### src/rtl/vga_line_fetch_scheduler.sv
// Schedules one framebuffer line fetch per horizontal blank into a ping-pong line buffer.
// Also tracks fetch overruns (underrun), the scan-out bank and the frame-start strobe.
module vga_line_fetch_scheduler #(
    parameter int H_ACTIVE       = 800,
    parameter int V_ACTIVE       = 480,
    parameter int FRAME          = 499,
    parameter int WORDS_PER_LINE = 100,
    parameter int BASE_ADDR      = 0,
    parameter int ADDR_W         = 16
) (
    input  logic              pixel_clk,
    input  logic              rst_pixel,
    input  logic              en,
    input  logic [9:0]        sx,
    input  logic [9:0]        sy,
    output logic              req_valid,
    input  logic              req_ready,
    output logic [ADDR_W-1:0] req_addr,
    output logic [9:0]        req_line,
    output logic              req_buf,
    input  logic              fill_done,
    output logic              rd_buf,
    output logic              frame_start,
    output logic              busy,
    output logic              underrun,
    input  logic              underrun_clr
);

    localparam int PW = ADDR_W + 10;

    typedef enum logic [1:0] {IDLE, REQ, WAIT} state_t;

    state_t          state;
    logic [9:0]      target;
    logic            trig;
    logic            trig_ok;
    logic [PW-1:0]   addr_full;

    // The fetch for line N+1 is launched at the start of line N's horizontal blank.
    always_comb begin
        target    = (sy == 10'(FRAME)) ? 10'd0 : sy + 10'd1;
        trig      = en && (sx == 10'(H_ACTIVE));
        trig_ok   = trig && (target < 10'(V_ACTIVE));
        addr_full = PW'(BASE_ADDR) + PW'(target) * PW'(WORDS_PER_LINE);
    end

    assign busy = (state != IDLE);

    always_ff @(posedge pixel_clk or posedge rst_pixel) begin
        if (rst_pixel) begin
            state       <= IDLE;
            req_valid   <= 1'b0;
            req_addr    <= '0;
            req_line    <= '0;
            req_buf     <= 1'b0;
            rd_buf      <= 1'b0;
            frame_start <= 1'b0;
            underrun    <= 1'b0;
        end else begin
            rd_buf      <= sy[0];
            frame_start <= (sx == 10'd0) && (sy == 10'd0);

            case (state)
                IDLE: begin
                    if (trig_ok) begin
                        req_line  <= target;
                        req_buf   <= target[0];
                        req_addr  <= addr_full[ADDR_W-1:0];
                        req_valid <= 1'b1;
                        state     <= REQ;
                    end
                end
                REQ: begin
                    if (req_ready) begin
                        req_valid <= 1'b0;
                        state     <= WAIT;
                    end
                end
                WAIT: begin
                    if (fill_done)
                        state <= IDLE;
                end
                default: begin
                    req_valid <= 1'b0;
                    state     <= IDLE;
                end
            endcase

            // A trigger that arrives while a fetch is still in flight is dropped; set beats clear.
            if (trig_ok && state != IDLE)
                underrun <= 1'b1;
            else if (underrun_clr)
                underrun <= 1'b0;
        end
    end

endmodule

### config.mk
export PLATFORM = sky130hd
export DESIGN_NAME = vga_line_fetch_scheduler
export DESIGN_NICKNAME = d
export VERILOG_FILES = /design/src/rtl/vga_line_fetch_scheduler.sv
export SDC_FILE = /design/constraint.sdc
export NUM_CORES = 1
export LEC_CHECK = 0
export ABC_AREA = 1
export CAP_MARGIN = 20
export CORE_MARGIN = 1.5
export CORE_UTILIZATION = 41
export DETAILED_ROUTE_END_ITERATION = 6
export MAX_ROUTING_LAYER = met4
export PLACE_DENSITY = 0.78
export SLEW_MARGIN = 5
export SYNTH_ARGS = -nofsm -noshare
export SYNTH_HDL_FRONTEND = slang
export SYNTH_SLANG_ARGS = --single-unit
### constraint.sdc
create_clock -name pixel_clk -period 1.1 [get_ports pixel_clk]
set_input_delay 0.11 -clock pixel_clk [delete_from_list [all_inputs] [get_ports pixel_clk]]
set_output_delay 0.11 -clock pixel_clk [all_outputs]
set_load 0.01 [all_outputs]
==> impl_metrics.tcl, run 1 <==
set metrics [dict create \
    worst-path-max-fanout 4 \
    combPwrFrac_pct 68.4 \
    firstDrtPassIters 5 \
    stdcell_count 529 \
    antenna_cells 0 \
    synth.cell_area_um2 2406 \
    synth_cell_type_count 33 \
    switching_share_pct 41.01 \
    cellPowerDensity_nw_per_um2 1075 \
    clock-root-buffer "clkbuf_8" \
    power_leakage_uw 0.002325 \
    wirelength_mm 10.49 \
    synth_cells 318 \
    r2r-start "state[1]" \
    cts.sinks 27 \
    place_hpwl_mm 5.222 \
    cts_tree "done" \
    syn_area_per_cell_um2 7.566 \
    grt.total_usage_pct 28.37 \
    place_congestion 0.8783 \
    post-route-period-util_pct 259.2 \
    grt_use_met2_pct 52.46 \
    ys_seq_elements 27 \
    clkPwrFrac_pct 11.5 \
    vias 2886 \
    ys_seq_area_share_pct 28.08 \
    antenna_found_initial 0 \
    r2r_end "req_line[5]" \
    setup_viol 25 \
    cts_max_path_buffers 2 \
    busiest_layer "met2" \
    slew_violations 0 \
    r2r_slack_ns -0.26 \
    power.net_switching_uw 2064 \
    core_area_um2 5574 \
    grt-ovfl-total 0 \
    yosys_warnings 0 \
    area_delta_synth_final_pct 94.64 \
    rows 27 \
    reg2regPathDepth 6 \
    layout_min_cycle_time_ns 2.851 \
    seq_power_share_pct 20.1 \
    cap_violations 0 \
    grt_setup_unrepaired "true" \
    dp.cells 501 \
    h-tree-depth 1 \
    die_x_um 79.61 \
    crit_required_ns 1.32 \
    hold_depth 2 \
    fin_nets 524 \
    outcome "finished with violations" \
    first_iter_violations 173 \
    ant_nets 0 \
    num_io_pins 58 \
    crit_arrival_ns 3.07 \
    clk-insertion-delay-late_ns 0.28 \
    nFillCells 282 \
    clock.fmax_ghz 0.3508 \
    start_util_pct 43.16 \
    peakVddDrop_mv 0.6372 \
    grt_max_degree 28 \
    wl_per_cell_um 19.83 \
    hp-class "in -> reg" \
    grt_pass1_wl_mm 13.54 \
    ctsHoldBuffers 0 \
    min_from "sy[0]" \
    met3_usage_pct 3.771 \
    io_buffers 55 \
    start_kind "input pin" \
    drive_gt1_share_pct 53.61 \
    hold_path_end "rd_buf" \
    cts_made_buffers 3 \
    die-height_um 79.61 \
    fin_ws_ns -1.751 \
    clk_pin_slew_ns 0.09 \
    drc 0 \
    worst_setup_path_end_kind "flop" \
    cell_internal_pwr_uw 2969 \
    fp.dieArea_um2 6337 \
    hold_viol 0 \
    critical_path_class "in -> reg" \
    grt_pass1_vias 2891 \
    violations "negative setup slack" \
    drt-vias-per-instance 5.456 \
    power_uw 5033 \
    grt_util_met1_pct 29.69 \
    finClkSkew_ns 0.002265 \
]
[through the flow]
stage | TNS [ns] | utilization, % | hold slack [ns] | worst slack, ns | area, µm²
after global placement | -44.49 | 67.61 | 0.4512 | -2.414 | 3769
after detailed placement | -46.03 | 67.61 | 0.4613 | -2.453 | 3769
after CTS | -26.06 | 75.74 | 0.07020 | -1.616 | 4222
final | -28.41 | 84.02 | 0.07984 | -1.751 | 4683
after floorplan | -24.22 | - | 0.1414 | -1.670 | 2710
after global routing | -30.75 | 84.02 | 0.08623 | -1.852 | 4683
[cell type report]
| class | instances | area, µm² | area share [%] |
|---|---|---|---|
| multi-input cells | 229 | 2376 | 50.73 |
| repair buffers | 142 | 1280 | 27.33 |
| well taps | 72 | 90.09 | 1.924 |
| clock buffers | 4 | 45.04 | 0.9618 |
| flip-flops and latches | 27 | 675.6 | 14.43 |
| inverters | 55 | 216.5 | 4.622 |
[registers in the layout, indices dropped and copies added, names as in the netlist]
register     flops
req_valid        1
underrun         1
req_addr        11
req_line        10
state            2
rd_buf           1
frame_start      1
[worst max-delay path: stages]
cell and delay, ns:
buf_2 0.09, inv_2 0.04, nor2_2 0.10, nand4_1 0.23, buf_4 0.22, nand2_4 0.06
inv_4 0.05, ha_4 0.23, ha_4 0.28, inv_2 0.04, fa_1 0.51, inv_2 0.05
ha_4 0.28, buf_6 0.12, nand3_4 0.08, nand3_4 0.08, nand4_1 0.11, nand2_2 0.08
xor2_1 0.16, nand2_1 0.07, nand2_1 0.07
[metal layers]
| layer | vias up | share of wire [%] |
|---|---|---|
| met4 | 0 | 7.3 |
| li1 | 1277 | - |
| met2 | 154 | 53 |
| met5 | - | 0 |
| met3 | 68 | 5.7 |
| met1 | 1387 | 34 |
[cell usage after synthesis]
| library cell | instances | area (µm²) |
|---|---|---|
| nand4_1 | 9 | 56.30 |
| o21ai_0 | 2 | 10.01 |
| inv_1 | 55 | 206.5 |
| a21o_1 | 1 | 7.510 |
| nor4_1 | 2 | 12.51 |
| xor2_1 | 10 | 87.58 |
| and2_1 | 1 | 6.260 |
| nand2b_1 | 1 | 6.260 |
| conb_1 | 1 | 3.750 |
| o21a_1 | 1 | 7.510 |
| nand2_2 | 3 | 18.77 |
| dfrtp_1 | 27 | 675.7 |
| nor2_2 | 1 | 6.260 |
| nor3_1 | 7 | 35.03 |
| fa_1 | 5 | 100.1 |
| nand3_2 | 1 | 10.01 |
| nand3b_1 | 1 | 7.510 |
| buf_4 | 6 | 45.04 |
| a31oi_1 | 2 | 12.51 |
| o31ai_1 | 1 | 7.510 |
| nand3_1 | 14 | 70.07 |
| a21oi_1 | 5 | 25.02 |
| nand4_2 | 2 | 25.02 |
| o22ai_1 | 1 | 6.260 |
| xnor2_1 | 1 | 8.760 |
| buf_6 | 2 | 22.52 |
| nor2_1 | 14 | 52.55 |
| buf_2 | 2 | 10.01 |
| or2_2 | 1 | 6.260 |
| nor2_4 | 2 | 22.52 |
| ha_1 | 35 | 437.9 |
| nand2_1 | 101 | 379.1 |
| nand3_4 | 1 | 17.52 |
[placed cells by master, fill, tap and decap left out, types with 10 or more instances in the layout]
master	instances
inv_1	35
dlygate4sd2_1	19
buf_6	22
nand2_1	64
ha_4	31
clkdlybuf4s50_1	15
nor2_4	11
inv_2	16
dfrtp_1	27
clkdlybuf4s15_1	10
nand2_4	13
nand2_2	25
buf_4	70
[power groups by stage]
stage,logic (µW),clock network (µW),registers [µW]
2_1_floorplan,1400,0,1040
3_3_place_gp,2180,0,1030
3_5_place_dp,2250,0,1030
4_1_cts,2720,566,1010
5_1_grt,3610,599,1010
6_report,3440,579,1010
[worst max-delay path by stage]
stage          slack, ns  startpoint            to  cells past startpoint
6_report           -1.75       sy[8]  req_addr[14]                     21
5_1_grt            -1.85       sy[8]  req_addr[14]                     21
4_1_cts            -1.62       sy[1]  req_addr[15]                     20
3_5_place_dp       -2.45       sy[4]  req_addr[15]                     21
3_3_place_gp       -2.41       sy[4]  req_addr[15]                     19
2_1_floorplan      -1.67       sy[0]  req_addr[15]                     18
[kinds of logic after synthesis]
kind of cell,synth area share [%]
fa+ha+maj,22.36
simple gates,30.42
xor+xnor,4.004
compound gates,3.172
other cells,0.1559
flops,28.08
buf+inv,11.80
[what timing repair did]
| action | in CTS | in global routing |
|---|---|---|
| buffers inserted | 15 | 11 |
| cloned | 2 | 0 |
| gates resized for setup | 160 | 94 |
| pin swaps | 58 | 67 |
| setup endpoints to repair | 55 | 32 |
Note: power is estimated with default switching activity, not from simulation.
==> run 2: changes to the inputs <==
Settings changed: GPL_ROUTABILITY_DRIVEN from default to 0, HOLD_SLACK_MARGIN from default to 0.1.
==> run 2 against run 1 <==
The run still ends with negative setup slack left. Fmax is 1.5% higher. Critical path depth is 1 lower. Clock power is 5.2% lower. Combinational power is 15% lower. Largest power group unchanged. Wire length is 17% lower. Hold slack better by 0.042 ns. Final cell count is 0.19% lower. Die area stayed put. Global-route usage is 1.6 points lower. Sequential power hardly changed. Via count is 6.0% lower.
==> impl_metrics.tcl, run 2 (same netlist as run 1, synthesis figures left out) <==
set metrics [dict create \
    outcome "finished with violations" \
    violations "negative setup slack" \
    clk_pin_slew_ns 0.09 \
    hold_depth 4 \
    wirelength_mm 8.714 \
    fin_setup_tns_ns -27.09 \
    crit_arrival_ns 2.97 \
    hold_path_end "frame_start" \
    hold_viol 0 \
    pre_cts_slack_ns -2.503 \
    fin_ws_ns -1.709 \
    core_area_um2 5574 \
    cts_tree "done" \
    design_area_um2 4456 \
    clk-insertion-delay-late_ns 0.27 \
    crit_required_ns 1.26 \
    drc 0 \
    clock.fmax_ghz 0.3560 \
    vias 2713 \
    grt-ovfl-total 0 \
    grt_pass1_wl_mm 12.70 \
    power_leakage_uw 0.002309 \
    first_iter_violations 157 \
    slew_violations 0 \
    post-route-period-util_pct 255.4 \
    die_x_um 79.61 \
    reg.largest.list "req_addr x11, req_line x10, state x2" \
    start_util_pct 43.16 \
    stdcell_count 528 \
    clock-root-buffer "clkbuf_8" \
    top_register "req_addr" \
    hp-class "in -> reg" \
    place_hpwl_mm 4.951 \
    place_area_um2 3754 \
    cellPowerDensity_nw_per_um2 1003 \
    holdWs_ns 0.1219 \
    setup_viol 25 \
    start_kind "input pin" \
    h-tree-depth 1 \
    final_cell_mix "79 x nand2_1, 65 x buf_4, 38 x inv_1" \
    drive_gt1_share_pct 46.93 \
    r2r-start "state[0]" \
    finClkSkew_ns 0.006546 \
    cap_violations 0 \
    dp.cells 499 \
    layout_min_cycle_time_ns 2.809 \
    cts_max_path_buffers 2 \
    rows 27 \
    antenna_cells 0 \
    grt_setup_unrepaired "true" \
    die-height_um 79.61 \
    antenna_found_initial 0 \
    worst-path-max-fanout 4 \
    cts.sinks 27 \
    layout_commonest_cell "nand2_1" \
    reg2regPathDepth 6 \
    wl_per_cell_um 16.50 \
    peakVddDrop_mv 0.6221 \
    min_from "sy[2]" \
    firstDrtPassIters 4 \
    grt_max_degree 28 \
    critical_path_class "in -> reg" \
    fp.dieArea_um2 6337 \
    cts_made_buffers 3 \
    grt.total_usage_pct 26.81 \
    worst_setup_path_end_kind "flop" \
    r2r_end "req_line[4]" \
    drt-vias-per-instance 5.138 \
    io_buffers 55 \
    area_delta_synth_final_pct 85.18 \
    largest_reg_flops 11 \
    r2r_slack_ns -0.18 \
    num_io_pins 58 \
    grt_pass1_vias 2694 \
    ant_nets 0 \
    fin_nets 523 \
]
[run 2: cell count changes in the layout (fill, tap and decap cells not counted), moves of 4 or more]
| cell | before | now |
|---|---|---|
| ha_4 | 31 | 26 |
| buf_4 | 70 | 65 |
| nand3_4 | 7 | 3 |
| ha_1 | 4 | 8 |
| clkdlybuf4s15_1 | 10 | 5 |
| nand2_1 | 64 | 79 |
| nand2_2 | 25 | 21 |
| dlygate4sd2_1 | 19 | 24 |
| nand2_4 | 13 | 2 |
| nor2_4 | 11 | 7 |
[run 2: how the worst max path moves through the flow]
stage	from	to	slack [ns]
2_1_floorplan	sy[0]	req_addr[15]	-1.67
3_3_place_gp	sy[4]	req_addr[15]	-2.46
3_5_place_dp	sy[4]	req_addr[15]	-2.50
4_1_cts	sy[1]	req_addr[14]	-1.59
5_1_grt	sy[1]	req_addr[15]	-1.84
6_report	sy[1]	req_addr[15]	-1.71
[run 2: layout make-up]
| type | count | area (µm²) |
|---|---|---|
| fillers | 340 | 1119 |
| clock buffers | 4 | 45.04 |
| inverters | 55 | 211.5 |
| repair buffers | 141 | 1285 |
| well taps | 72 | 90.09 |
| flip-flops and latches | 27 | 675.6 |
| multi-input cells | 229 | 2148 |
[run 2: routing by layer]
metal  track usage, %  vias to the layer above  part of all wire (%)
li1                 -                     1274                     -
met1            29.50                     1308                    38
met2            49.41                       99                    54
met3            2.857                       32                   4.1
met4            10.18                        0                   4.0
met5                -                        -                     0
[run 2: stage by stage]
step           util (%)  power [µW]
3_3_place_gp      67.34        3148
4_1_cts           74.55        4075
3_5_place_dp      67.34        3183
6_report          79.93        4471
5_1_grt           79.93        4755
2_1_floorplan         -        2440
[run 2: where the power goes]
part           leakage [µW]  switching (µW)  total [µW]  internal, µW
clock network     0.0000228             290         549           259
logic               0.00191            1440        2910          1470
registers          0.000372            7.17        1010          1010
[run 2: repair_timing]
item,in CTS,in global routing
endpoints found under the setup margin,55,33
gates cloned,2,0
setup buffers,14,8
hold buffers,1,0
pin swaps,42,54
hold endpoints to repair,1,0
resized for setup,140,60
[run 2: worst max-delay path, stage by stage]
cell,delay [ns]
buf_8,0.10
ha_4,0.17
nand3_4,0.10
xor2_1,0.17
nand2_1,0.10
inv_2,0.12
buf_12,0.11
ha_4,0.19
ha_4,0.24
fa_1,0.55
ha_4,0.24
nand2_2,0.07
nand2_2,0.07
a21oi_2,0.13
nand2b_4,0.15
nand3_2,0.07
nand2_1,0.08
nand2_1,0.06
nand2_1,0.08
nand2_1,0.06
